===== config.mk =====
export PLATFORM = sky130hd
export DESIGN_NAME = baud_ctrl
export DESIGN_NICKNAME = d
export VERILOG_FILES = /design/src/rtl/baud_pkg.sv /design/src/rtl/baud_div_cnt.sv /design/src/rtl/baud_ctrl.sv
export SDC_FILE = /design/constraint.sdc
export NUM_CORES = 1
export LEC_CHECK = 0
export BUFFER_PORTS_ARGS = -buffer_cell sky130_fd_sc_hd__buf_2
export CAP_MARGIN = 25
export CELL_PAD_IN_SITES_DETAIL_PLACEMENT = 1
export CELL_PAD_IN_SITES_GLOBAL_PLACEMENT = 1
export CORE_UTILIZATION = 46
export CTS_CLUSTER_SIZE = 40
export DETAILED_ROUTE_END_ITERATION = 8
export PLACE_DENSITY = 0.77
export SLEW_MARGIN = 30
export SYNTH_ARGS = -nofsm -noshare
export SYNTH_HDL_FRONTEND = slang
export SYNTH_SLANG_ARGS = --single-unit

===== constraint.sdc =====
create_clock -name clock -period 2 [get_ports clock]
set_input_delay 0.3 -clock clock [delete_from_list [all_inputs] [get_ports clock]]
set_output_delay 0.3 -clock clock [all_outputs]
set_load 0.1 [all_outputs]

===== src/rtl/baud_pkg.sv =====
// -----------------------------------------------------------------------------
// baud_pkg
// Shared constants and the controller state encoding for the baud timebase.
//   DIV_W       : divisor / counter width
//   DEFAULT_DIV : divisor loaded at reset (50 MHz / 9600 baud -> 5207)
//   MIN_DIV     : smallest divisor the controller will apply
//   baud_state_e: IDLE (stopped), RUN (counting), PEND (counting, new divisor
//                 waiting for the current period to finish)
// -----------------------------------------------------------------------------
package baud_pkg;

    localparam int              DIV_W       = 13;
    localparam logic [DIV_W-1:0] DEFAULT_DIV = 13'h1457;
    localparam logic [DIV_W-1:0] MIN_DIV     = 13'd15;

    typedef enum logic [1:0] {
        ST_IDLE = 2'd0,
        ST_RUN  = 2'd1,
        ST_PEND = 2'd2
    } baud_state_e;

endpackage


===== src/rtl/baud_div_cnt.sv =====
// -----------------------------------------------------------------------------
// baud_div_cnt
// Period counter for the baud timebase. Counts 0..div and wraps, flagging the
// terminal count (bit boundary) and the half-way count (sample point).
// Ports:
//   clock   : rising-edge clock
//   reset   : asynchronous, active-low
//   run     : count while high; counter is held at 0 while low
//   div     : active divisor; one period is div+1 clocks
//   at_term : count == div this cycle (wrap happens on the next edge)
//   at_mid  : count == div>>1 this cycle
// -----------------------------------------------------------------------------
module baud_div_cnt #(
    parameter int DIV_W = 13
) (
    input  logic             clock,
    input  logic             reset,
    input  logic             run,
    input  logic [DIV_W-1:0] div,
    output logic             at_term,
    output logic             at_mid
);

    localparam logic [DIV_W-1:0] CNT_ONE = {{(DIV_W-1){1'b0}}, 1'b1};

    logic [DIV_W-1:0] count;

    assign at_term = (count == div);
    assign at_mid  = (count == (div >> 1));

    // NOTE: sequential state is written with <= so every flop samples the
    // pre-edge values of its inputs, independent of statement order.
    always_ff @(posedge clock or negedge reset) begin
        if (!reset) begin
            count <= '0;
        end else if (!run || at_term) begin
            count <= '0;
        end else begin
            count <= count + CNT_ONE;
        end
    end

endmodule


===== src/rtl/baud_ctrl.sv =====
// -----------------------------------------------------------------------------
// baud_ctrl
// Programmable baud-rate timebase with a valid/ready divisor interface.
// A divisor offered while stopped takes effect immediately; one offered while
// running is parked and applied at the next bit boundary so no period is
// ever cut short or stretched. Divisors below MIN_DIV are clamped and flagged.
//
// Optional feature: define BAUD_CTRL_IRDA_EN to add the irda_win output,
// a 3/16-bit window starting at each baud_tick.
//
// Ports:
//   clock     : rising-edge clock
//   reset     : asynchronous, active-low
//   enable    : run the timebase while high
//   cfg_valid : a new divisor is offered
//   cfg_div   : offered divisor (period = divisor+1 clocks)
//   cfg_ready : divisor can be accepted this cycle (low while one is pending)
//   cfg_err   : one-cycle pulse after an accepted divisor was clamped
//   baud_tick : one-cycle strobe at each bit boundary
//   mid_tick  : one-cycle strobe at mid-bit
//   busy      : timebase is running (RUN or PEND)
//   irda_win  : (BAUD_CTRL_IRDA_EN only) 3/16-bit pulse window
// -----------------------------------------------------------------------------
module baud_ctrl
    import baud_pkg::baud_state_e, baud_pkg::ST_IDLE, baud_pkg::ST_RUN, baud_pkg::ST_PEND;
#(
    parameter int               DIV_W       = baud_pkg::DIV_W,
    parameter logic [DIV_W-1:0] DEFAULT_DIV = baud_pkg::DEFAULT_DIV,
    parameter logic [DIV_W-1:0] MIN_DIV     = baud_pkg::MIN_DIV
) (
    input  logic             clock,
    input  logic             reset,
    input  logic             enable,
    input  logic             cfg_valid,
    input  logic [DIV_W-1:0] cfg_div,
    output logic             cfg_ready,
    output logic             cfg_err,
    output logic             baud_tick,
    output logic             mid_tick,
    output logic             busy
`ifdef BAUD_CTRL_IRDA_EN
    ,
    output logic             irda_win
`endif
);

    baud_state_e      state;
    logic [DIV_W-1:0] active_div;
    logic [DIV_W-1:0] pending_div;
    logic [DIV_W-1:0] cfg_clamped;
    logic             cfg_fire;
    logic             cfg_low;
    logic             run;
    logic             at_term;
    logic             at_mid;

    assign cfg_ready   = (state != ST_PEND);
    assign busy        = (state != ST_IDLE);
    assign cfg_fire    = cfg_valid && cfg_ready;
    assign cfg_low     = (cfg_div < MIN_DIV);
    assign cfg_clamped = cfg_low ? MIN_DIV : cfg_div;
    // Counting only happens in RUN/PEND with enable still high; a low enable
    // in those states both stops and clears the counter on the same edge.
    assign run         = busy && enable;

    baud_div_cnt #(
        .DIV_W (DIV_W)
    ) u_div_cnt (
        .clock   (clock),
        .reset   (reset),
        .run     (run),
        .div     (active_div),
        .at_term (at_term),
        .at_mid  (at_mid)
    );

    // Control FSM and divisor registers.
    always_ff @(posedge clock or negedge reset) begin
        if (!reset) begin
            state       <= ST_IDLE;
            active_div  <= DEFAULT_DIV;
            pending_div <= DEFAULT_DIV;
        end else begin
            case (state)
                ST_IDLE: begin
                    if (cfg_fire) active_div <= cfg_clamped;
                    if (enable)   state      <= ST_RUN;
                end
                ST_RUN: begin
                    if (!enable) begin
                        // Stopping anyway, so an accepted divisor applies now.
                        state <= ST_IDLE;
                        if (cfg_fire) active_div <= cfg_clamped;
                    end else if (cfg_fire) begin
                        pending_div <= cfg_clamped;
                        state       <= ST_PEND;
                    end
                end
                ST_PEND: begin
                    if (!enable) begin
                        state      <= ST_IDLE;
                        active_div <= pending_div;
                    end else if (at_term) begin
                        active_div <= pending_div;
                        state      <= ST_RUN;
                    end
                end
                default: state <= ST_IDLE;
            endcase
        end
    end

    // Registered strobes.
    always_ff @(posedge clock or negedge reset) begin
        if (!reset) begin
            baud_tick <= 1'b0;
            mid_tick  <= 1'b0;
            cfg_err   <= 1'b0;
        end else begin
            baud_tick <= run && at_term;
            mid_tick  <= run && at_mid;
            cfg_err   <= cfg_fire && cfg_low;
        end
    end

`ifdef BAUD_CTRL_IRDA_EN
    localparam int               WIN_W   = DIV_W - 2;
    localparam logic [WIN_W-1:0] WIN_ONE = {{(WIN_W-1){1'b0}}, 1'b1};

    logic [DIV_W-1:0] next_div;
    logic [DIV_W+1:0] win_prod;
    logic [WIN_W-1:0] win_len;
    logic [WIN_W-1:0] win_cnt;

    // The window belongs to the period that starts at the tick, so in PEND
    // it is sized from the divisor about to become active.
    assign next_div = (state == ST_PEND) ? pending_div : active_div;
    assign win_prod = ({2'b00, next_div} + {{(DIV_W+1){1'b0}}, 1'b1})
                    * {{DIV_W{1'b0}}, 2'b11};
    assign win_len  = WIN_W'(win_prod >> 4);

    // win_cnt holds the number of window cycles still to come after this one.
    always_ff @(posedge clock or negedge reset) begin
        if (!reset) begin
            irda_win <= 1'b0;
            win_cnt  <= '0;
        end else if (!run) begin
            irda_win <= 1'b0;
            win_cnt  <= '0;
        end else if (at_term) begin
            irda_win <= (win_len != '0);
            win_cnt  <= (win_len != '0) ? (win_len - WIN_ONE) : '0;
        end else if (win_cnt != '0) begin
            irda_win <= 1'b1;
            win_cnt  <= win_cnt - WIN_ONE;
        end else begin
            irda_win <= 1'b0;
        end
    end
`endif

endmodule


# Word level (Yosys, flattened, before mapping)
# Cells that the tools add are included.
# op_classes
addsub	1
magnitude_cmp	1
n_eq_ne	9
n_mux	13
n_reduce_logical	13
# ops
operator	count
two-way mux 13 bit	6
case mux 13 bit (3 select lines)	1
adder 13 x 1 -> 13 bit, second input constant	1
== test 13 x 12 -> 1 bit	1
== test 13 bit	1
less-than comparator 13 x 4 -> 1 bit, second input constant	1
two-way mux 2 bit	5
AND reduction 3 bit	3
!= test 2 bit, second input constant	3
!= test 3 bit, second input constant	2
case mux 2 bit (3 select lines)	1
logical AND 1 bit	5
nonzero test 3 bit	1
== test 2 x 1 -> 1 bit, second input constant	1
== test 2 bit, second input constant	1
logical NOT 2 bit	1
nonzero test 2 bit	1
logical NOT 1 bit	1
logical OR 1 bit	1
# totals
ff_bits	44
in_bits	17
output_inout_bits	5

# Logic depth before layout (Yosys ltp)
# Gate-level depths: netlist (run 1).
# logic_depth
ltp_word	5
depth_mapped	7

# Hierarchy
# Synthesis (run 1) repeated with hierarchy kept, for this count alone.
# hier_totals
hier_cells	236
hier_area_um2	2479.9
# by_module_without_submodules
mod	instances	cells_per_inst	area_per_inst_um2	seq_area_each_um2
baud_ctrl	1	132	1415.1	793.3
baud_div_cnt	1	104	1064.8	325.3

# Worst setup path after synthesis (run 1)
# No wires, ideal clock.
# synth_path
path_kind	register to register
start	reg state[0]
end	reg cfg_err
t_arrival_ps	1934
t_required_ps	1878
path_slack_ps	-55
path_stages_with_launch	6
path_buffers	2
synth_period_minus_slack_ps	2055
path_cell_list	dfrtp_1 -> nor2b_1 -> buf_1 -> clkbuf_1 -> inv_1 -> and4_1
# synth_between
elab_chain_cells	3
# synth_rtl
item	line_no	text
start: declaration	baud_ctrl.sv:47	baud_state_e state;
start signal: assignment	baud_ctrl.sv:80	state <= ST_IDLE;
start signal: assignment	baud_ctrl.sv:87	if (enable) state <= ST_RUN;
start signal: assignment	baud_ctrl.sv:92	state <= ST_IDLE;
!= test 2 bit	baud_ctrl.sv:57	assign cfg_ready = (state != ST_PEND);
net cfg_ready	baud_ctrl.sv:36	output logic cfg_ready,
logical AND 1 bit	baud_ctrl.sv:59	assign cfg_fire = cfg_valid && cfg_ready;
logical AND 1 bit	baud_ctrl.sv:122	cfg_err <= cfg_fire && cfg_low;
end signal: assignment	baud_ctrl.sv:122	
end: declaration	baud_ctrl.sv:37	output logic cfg_err,
# The timed path passes the listed nets, and every way through them passes these cells.
# A chain may end at the register's enable or synchronous reset.

# Worst setup path in the final report (run 1)
# layout_path
start	reg u_div_cnt.count[11]
end	reg active_div[3]
# layout_between
elab_chain_cells	3
# layout_rtl
item	line_no	text
start: declaration	baud_div_cnt.sv:26	logic [DIV_W-1:0] count;
start signal: assignment	baud_div_cnt.sv:39	count <= count + CNT_ONE;
== test 13 bit	baud_div_cnt.sv:28	assign at_term = (count == div);
!= test 3 bit (no line)	n/a	
AND reduction 3 bit (no line)	n/a	
end signal: assignment	baud_ctrl.sv:86	if (cfg_fire) active_div <= cfg_clamped;
end signal: assignment	baud_ctrl.sv:93	if (cfg_fire) active_div <= cfg_clamped;
end signal: assignment	baud_ctrl.sv:102	active_div <= pending_div;
end: declaration	baud_ctrl.sv:48	logic [DIV_W-1:0] active_div;
# Every way passes these cells.

==> flow_metrics.tcl, run 1 <==
set metrics [dict create \
    status "completed" \
    place_inst 294 \
    seq_area_frac_synth_pct 49.8 \
    path_delay_family "simple AND/OR/NAND/NOR gates" \
    grt_util_all_layers_pct 20.5 \
    place_hpwl_mm 3.47 \
    r2r_end "active_div[3]" \
    setup_viol 0 \
    cellPowerDensity_nw_per_um2 871 \
    synth_commonest_cells "mux2_2, dfrtp_1, xor2_1" \
    finalHoldViolCount 0 \
    grt_max_degree 45 \
    ys.flop_type "dfrtp_1" \
    io-pin-count 22 \
    clockBufferDepth 2 \
    final_core_util_pct 55.4 \
    nets 252 \
    grt_pass1_wl_mm 8.02 \
    relSlewSlack_pct 62.6 \
    antenna_found_initial 0 \
    synth_nets 221 \
    synth.avg_cell_area_um2 11.1 \
    wl_per_cell_um 15.9 \
    yosysMostFrequentCell "mux2_2" \
    globalRouteOverflowTotal 0 \
    vias 1556 \
    path_cells "xor2_1 > nor4_2 > nand4_1 > a31o_4 > mux2_2" \
    critPathCaptureType "flip-flop" \
    gp_congestion 0.792 \
    cts_sinks 44 \
    synth_edf_count 0 \
    setup_ws_ps 107 \
    viasPerCell 5.15 \
    drc 0 \
    synth_top_area_cell "dfrtp_1" \
    drive_gt1_share_pct 39.6 \
    cp.arrival_ps 2070 \
    reg2regPathDepth 5 \
    worst-setup-path-type "flip-flop to flip-flop" \
    worst-path-buf-inv 0 \
    min_path_type "input port to async pin" \
    worstSkewPairLatency_ps 300 \
    synth.area.top_cells "dfrtp_1, dfstp_2, mux2_2, xor2_1, nor2_1" \
    drtAntennaViolNets 0 \
    die_x_um 71.9 \
    cts-root-buf "clkbuf_8" \
    numCtsBuffers 5 \
    pre_cts_slack_ps 37.1 \
    leakage_uw 0.00117 \
    synth_cell_types 30 \
    hold_buffers 0 \
    finalSetupTns_ps 0 \
    final_cells 302 \
    crit_required_ps 2180 \
    dr.first_iter.drc_count 63 \
    drtPass1Iterations 4 \
    slowest_delay_ps 460 \
    cts_setup_buffers 0 \
    cts_tree "built" \
    drv_cap 0 \
    drt_wl_total_mm 4.80 \
    portBuffers 21 \
    syn_inst 203 \
    cp_slowest_cell "dfrtp_1" \
    synthToLayoutAreaGrowth_pct 16.6 \
    synth_top_area_share_pct 33.4 \
    die_area_um2 5160 \
    ys_async_sr_fraction_pct 100 \
    die_y_um 71.9 \
    fin_hold_ws_ps 80.7 \
    slew_viol_final 0 \
    clock_skew_ps 7.22 \
    ys_ff_latch 44 \
    r2r_slack_ps 110 \
    vdd_drop_max_mv 0.496 \
    crit_path_end "active_div[3]" \
    rsz0062_at_grt "no" \
    cts_max_level 2 \
    rows 25 \
    r2r-start "u_div_cnt.count[11]" \
    netlist_area_um2 2240 \
    cp.depth 5 \
    cp-startpoint "u_div_cnt.count[11]" \
    period_needed_ps 1890 \
    tightest_slew_ps 561 \
    core_area_um2 4720 \
    path_clk_slew_ps 80 \
    crit_fanout 13 \
    initial_core_util_pct 47.5 \
    grt_pass1_vias 1596 \
    startpoint_type "flip-flop" \
    finalCritPeriodShare_pct 94.6 \
    yosysWarnings 0 \
    n_antenna_cell 0 \
    fmax_mhz 528 \
]
layout by cell type (no fill, tap or decap), types with 3 or more instances in the layout:
master    instances
dfrtp_1          30
nor3_1            4
mux2_2           31
buf_2            21
o21ai_0          10
clkbuf_8          5
xnor2_1           6
inv_1             3
dfstp_2          14
nand3_1           9
nor4_1            4
nor2_1           21
buf_4            11
xor2_1           30
nand2_1          13
worst min path at each step:
stage / endpoint / slack, ps
after floorplan: active_div[11] / 4
after global placement: u_div_cnt.count[1] / 410
after detailed placement: u_div_cnt.count[3] / 420
after CTS: pending_div[8] / 90
after global routing: mid_tick / 120
final: u_div_cnt.count[3] / 80
sequential cells by signal, indices dropped and copies added (netlist names):
name,flops
state,2
u_div_cnt.count,13
baud_tick,1
cfg_err,1
active_div,13
pending_div,13
mid_tick,1
metrics by stage:
step | area [µm²] | power [µW]
floorplan | 2250 | 1480
global route | 2620 | 2400
CTS | 2590 | 2300
global placement | 2480 | 1590
finish | 2620 | 2280
detailed placement | 2480 | 1610
cell type report:
type	count	area, µm²
Tap cell	67	83.8
Clock inverter	3	42.5
Timing Repair Buffer	33	199
Clock buffer	5	68.8
Inverter	4	18.8
Multi-Input combinational cell	146	1080
Fill cell	521	2110
Sequential cell	44	1120
routing by layer:
layer | track usage [%] | vias to the layer above | share of wire [%] | routed length (µm)
met5 | 0 | - | 0 | 0
met4 | 5.88 | 0 | 0.83 | 40
met3 | 4.22 | 5 | 2.2 | 106
met2 | 33.0 | 22 | 50 | 2390
met1 | 28.2 | 782 | 47 | 2260
li1 | - | 747 | - | -
where the power goes:
group | switching, µW | internal, µW | leakage (µW) | total (µW)
logic | 206 | 207 | 0.000574 | 413
clock network | 304 | 370 | 0.0000541 | 673
registers | 115 | 1080 | 0.000538 | 1190
total | 625 | 1650 | 0.00117 | 2280
cell families (layout without fill, tap and decap cells):
| logic type | after synthesis | after routing | synth area share [%] |
|---|---|---|---|
| xor+xnor | 36 | 36 | 14.0 |
| flops | 44 | 44 | 49.8 |
| compound gates | 13 | 13 | 3.18 |
| fa+ha+maj | 1 | 1 | 0.557 |
| buf+inv | 13 | 45 | 2.62 |
| mux | 31 | 31 | 15.6 |
| simple gates | 65 | 65 | 14.2 |
timing repair:
item                       4_1_cts  5_1_grt
setup endpoints to repair        0       14
resized for setup                0        4
hold endpoints to repair         0        0
No activity file was read; power rests on OpenSTA's default activity.
==> inputs of run 2 (changes only) <==
- CORE_UTILIZATION: 46 -> 47
- PLACE_DENSITY: 0.77 -> 0.78
- SYNTH_HIERARCHICAL: default -> 1
==> run 2 against run 1 <==
The flow now finishes with violations (negative setup slack). Register-to-register slack got worse by 200 ps. Sequential cell count stayed put. Cell count grew 16%. Critical path depth grew 2. Hold slack got worse by 23 ps. Core utilization grew 2.7 points. Critical path type unchanged. Largest cell class is now multi-input combinational cells. Worst setup slack worse by 200 ps. Sequential power is essentially flat. Cell area up 13%. Sequential share of layout area down 5.1 points. First-iteration DRC count shrank 29%. Largest power group unchanged.
==> flow_metrics.tcl, run 2 <==
set metrics [dict create \
    finalPower_uw 2490 \
    cellPowerDensity_nw_per_um2 838 \
    yosysMostFrequentCell "nand2_1" \
    cts_sinks 44 \
    critPathCaptureType "flip-flop" \
    mostFrequentLayoutCell "nand2_1" \
    worst-setup-path-type "flip-flop to flip-flop" \
    ys_async_sr_fraction_pct 100 \
    tightest_slew_ps 559 \
    vias 1833 \
    p_sw_share_pct 29.2 \
    setup_ws_ps -92.6 \
    seqPwrFrac_pct 48.4 \
    worstSkewPairLatency_ps 300 \
    switching_power_uw 727 \
    cts_tree "built" \
    synth_commonest_cells "nand2_1, dfrtp_1, xnor2_1" \
    r2r_end "active_div[9]" \
    rsz0062_at_grt "yes" \
    grt_pass1_wl_mm 10.1 \
    r2r_slack_ps -90 \
    crit_path_end "active_div[9]" \
    portBuffers 21 \
    seq_area_frac_synth_pct 45.1 \
    cp.arrival_ps 2280 \
    r2r-start "active_div[4]" \
    setup_viol 13 \
    min_path_type "input port to async pin" \
    drive_gt1_share_pct 43.2 \
    leakage_uw 0.00129 \
    yosysWarnings 6 \
    synth_cell_types 40 \
    vdd_drop_max_mv 0.465 \
    synth.area.top_cells "dfrtp_1, dfstp_2, mux2_2, xnor2_1, nand2_1" \
    grt_max_degree 45 \
    nets 297 \
    multiInputGateArea_um2 1340 \
    slew_viol_final 0 \
    drc 0 \
    crit_required_ps 2190 \
    crit_fanout 7 \
    drv_cap 0 \
    startpoint_type "flip-flop" \
    finalHoldViolCount 0 \
    clockBufferDepth 2 \
    io-pin-count 22 \
    ys_ff_latch 44 \
    reg2regPathDepth 7 \
    cts_max_level 2 \
    initial_core_util_pct 48.6 \
    cp-startpoint "active_div[4]" \
    drt_wl_total_mm 6.17 \
    netlist_area_um2 2480 \
    power.share.clock_pct 28.5 \
    globalRouteOverflowTotal 0 \
    synthToLayoutAreaGrowth_pct 19.7 \
    drtAntennaViolNets 0 \
    synth_top_area_share_pct 30.3 \
    reg.largest.list "active_div: 13 flops, pending_div: 13 flops, u_div_cnt/count: 13 flops" \
    combPwrFrac_pct 23.1 \
    antenna_found_initial 0 \
    finalSetupTns_ps -724 \
    fillCellCount 583 \
    n_antenna_cell 0 \
    clock_skew_ps 3.25 \
    period_needed_ps 2090 \
    synth_edf_count 0 \
    drtPass1Iterations 4 \
    core_area_um2 5110 \
    synth_top_area_cell "dfrtp_1" \
    die_area_um2 5570 \
    relSlewSlack_pct 62.7 \
    seq_area_um2 1120 \
    final_core_util_pct 58.1 \
    hold_buffers 0 \
    syn_inst 236 \
    dr.first_iter.drc_count 45 \
    cts-root-buf "clkbuf_8" \
    gp_congestion 0.775 \
    die_x_um 74.6 \
    grt_util_all_layers_pct 25.1 \
    fin_hold_ws_ps 57.3 \
    place_hpwl_mm 4.40 \
    fmax_mhz 478 \
    numCtsBuffers 5 \
    synth.avg_cell_area_um2 10.5 \
    die_y_um 74.6 \
    intPower_uw 1760 \
    viasPerCell 5.24 \
    rows 26 \
    violations "negative setup slack" \
    final_cell_mix "nand2_1, dfrtp_1, buf_4, xnor2_1" \
    wl_per_cell_um 17.6 \
    synth_nets 254 \
    ys.flop_type "dfrtp_1" \
    grt_pass1_vias 1924 \
    path_clk_slew_ps 90 \
    finalCritPeriodShare_pct 105 \
    status "finished, violations left" \
]
-- run 2: critical path, cell delays in order (launching register included) --
cell and delay (ps):
dfstp_2 560, xnor2_2 110, nand4_1 140, nor4_4 330, nor2b_1 100, o21ai_2 260
o21ai_4 170, mux2_2 310
-- run 2: cell families (layout without fill, tap and decap cells) --
family / count (synthesis) / count (layout) / share of synthesized area [%]
xor+xnor: 35 / 35 / 13.6
compound gates: 14 / 15 / 3.03
flops: 44 / 44 / 45.1
mux: 23 / 23 / 10.4
fa+ha+maj: 1 / 1 / 0.504
buf+inv: 15 / 58 / 3.73
simple gates: 104 / 104 / 23.7
-- run 2: timing repair --
item,CTS,global route
buffers inserted,1,3
endpoints found under the setup margin,13,17
gates resized for setup,5,4
pin swaps,1,1
cloned,1,0
-- run 2: routing by layer --
layer / GRT usage (%) / part of all wire (%)
met5: 0 / 0
met4: 9.64 / 3.0
met3: 5.35 / 2.4
met2: 42.4 / 51
met1: 31.6 / 43
-- run 2: final cells by class --
type | instances | area share (%)
sequential | 44 | 37.7
timing repair buffer | 47 | 10.1
clock inverter | 3 | 1.60
inverter | 3 | 0.379
tap | 70 | 2.95
clock buffer | 5 | 2.32
multi-input combinational | 178 | 45.0
-- run 2: power by group through the flow --
stage / Sequential [µW] / Combinational, µW / Clock (µW)
after floorplan: 1190 / 363 / 0
after global placement: 1200 / 511 / 0
after detailed placement: 1210 / 537 / 0
after CTS: 1200 / 554 / 733
after global routing: 1220 / 625 / 766
final: 1200 / 576 / 708
-- run 2: how the worst min path moves through the flow --
stage                                endpoint  cells after the start  slack (ps)  startpoint
after global placement     u_div_cnt/count[3]                      2         410       reset
after floorplan                active_div[11]                      0           4       reset
after detailed placement            baud_tick                      2         420       reset
after CTS                            state[0]                      2          80       reset
after global routing       u_div_cnt/count[9]                      2         110       reset
final                     u_div_cnt/count[10]                      2          60       reset
-- run 2: per-stage QoR --
stage               worst slack, ps  area [µm²]  instances
floorplan                      -205        2490        236
global placement             -0.714        2780        339
detailed placement            -92.2        2780        339
CTS                           -33.1        2940        349
global route                   -173        2970        350
finish                        -92.6        2970        350
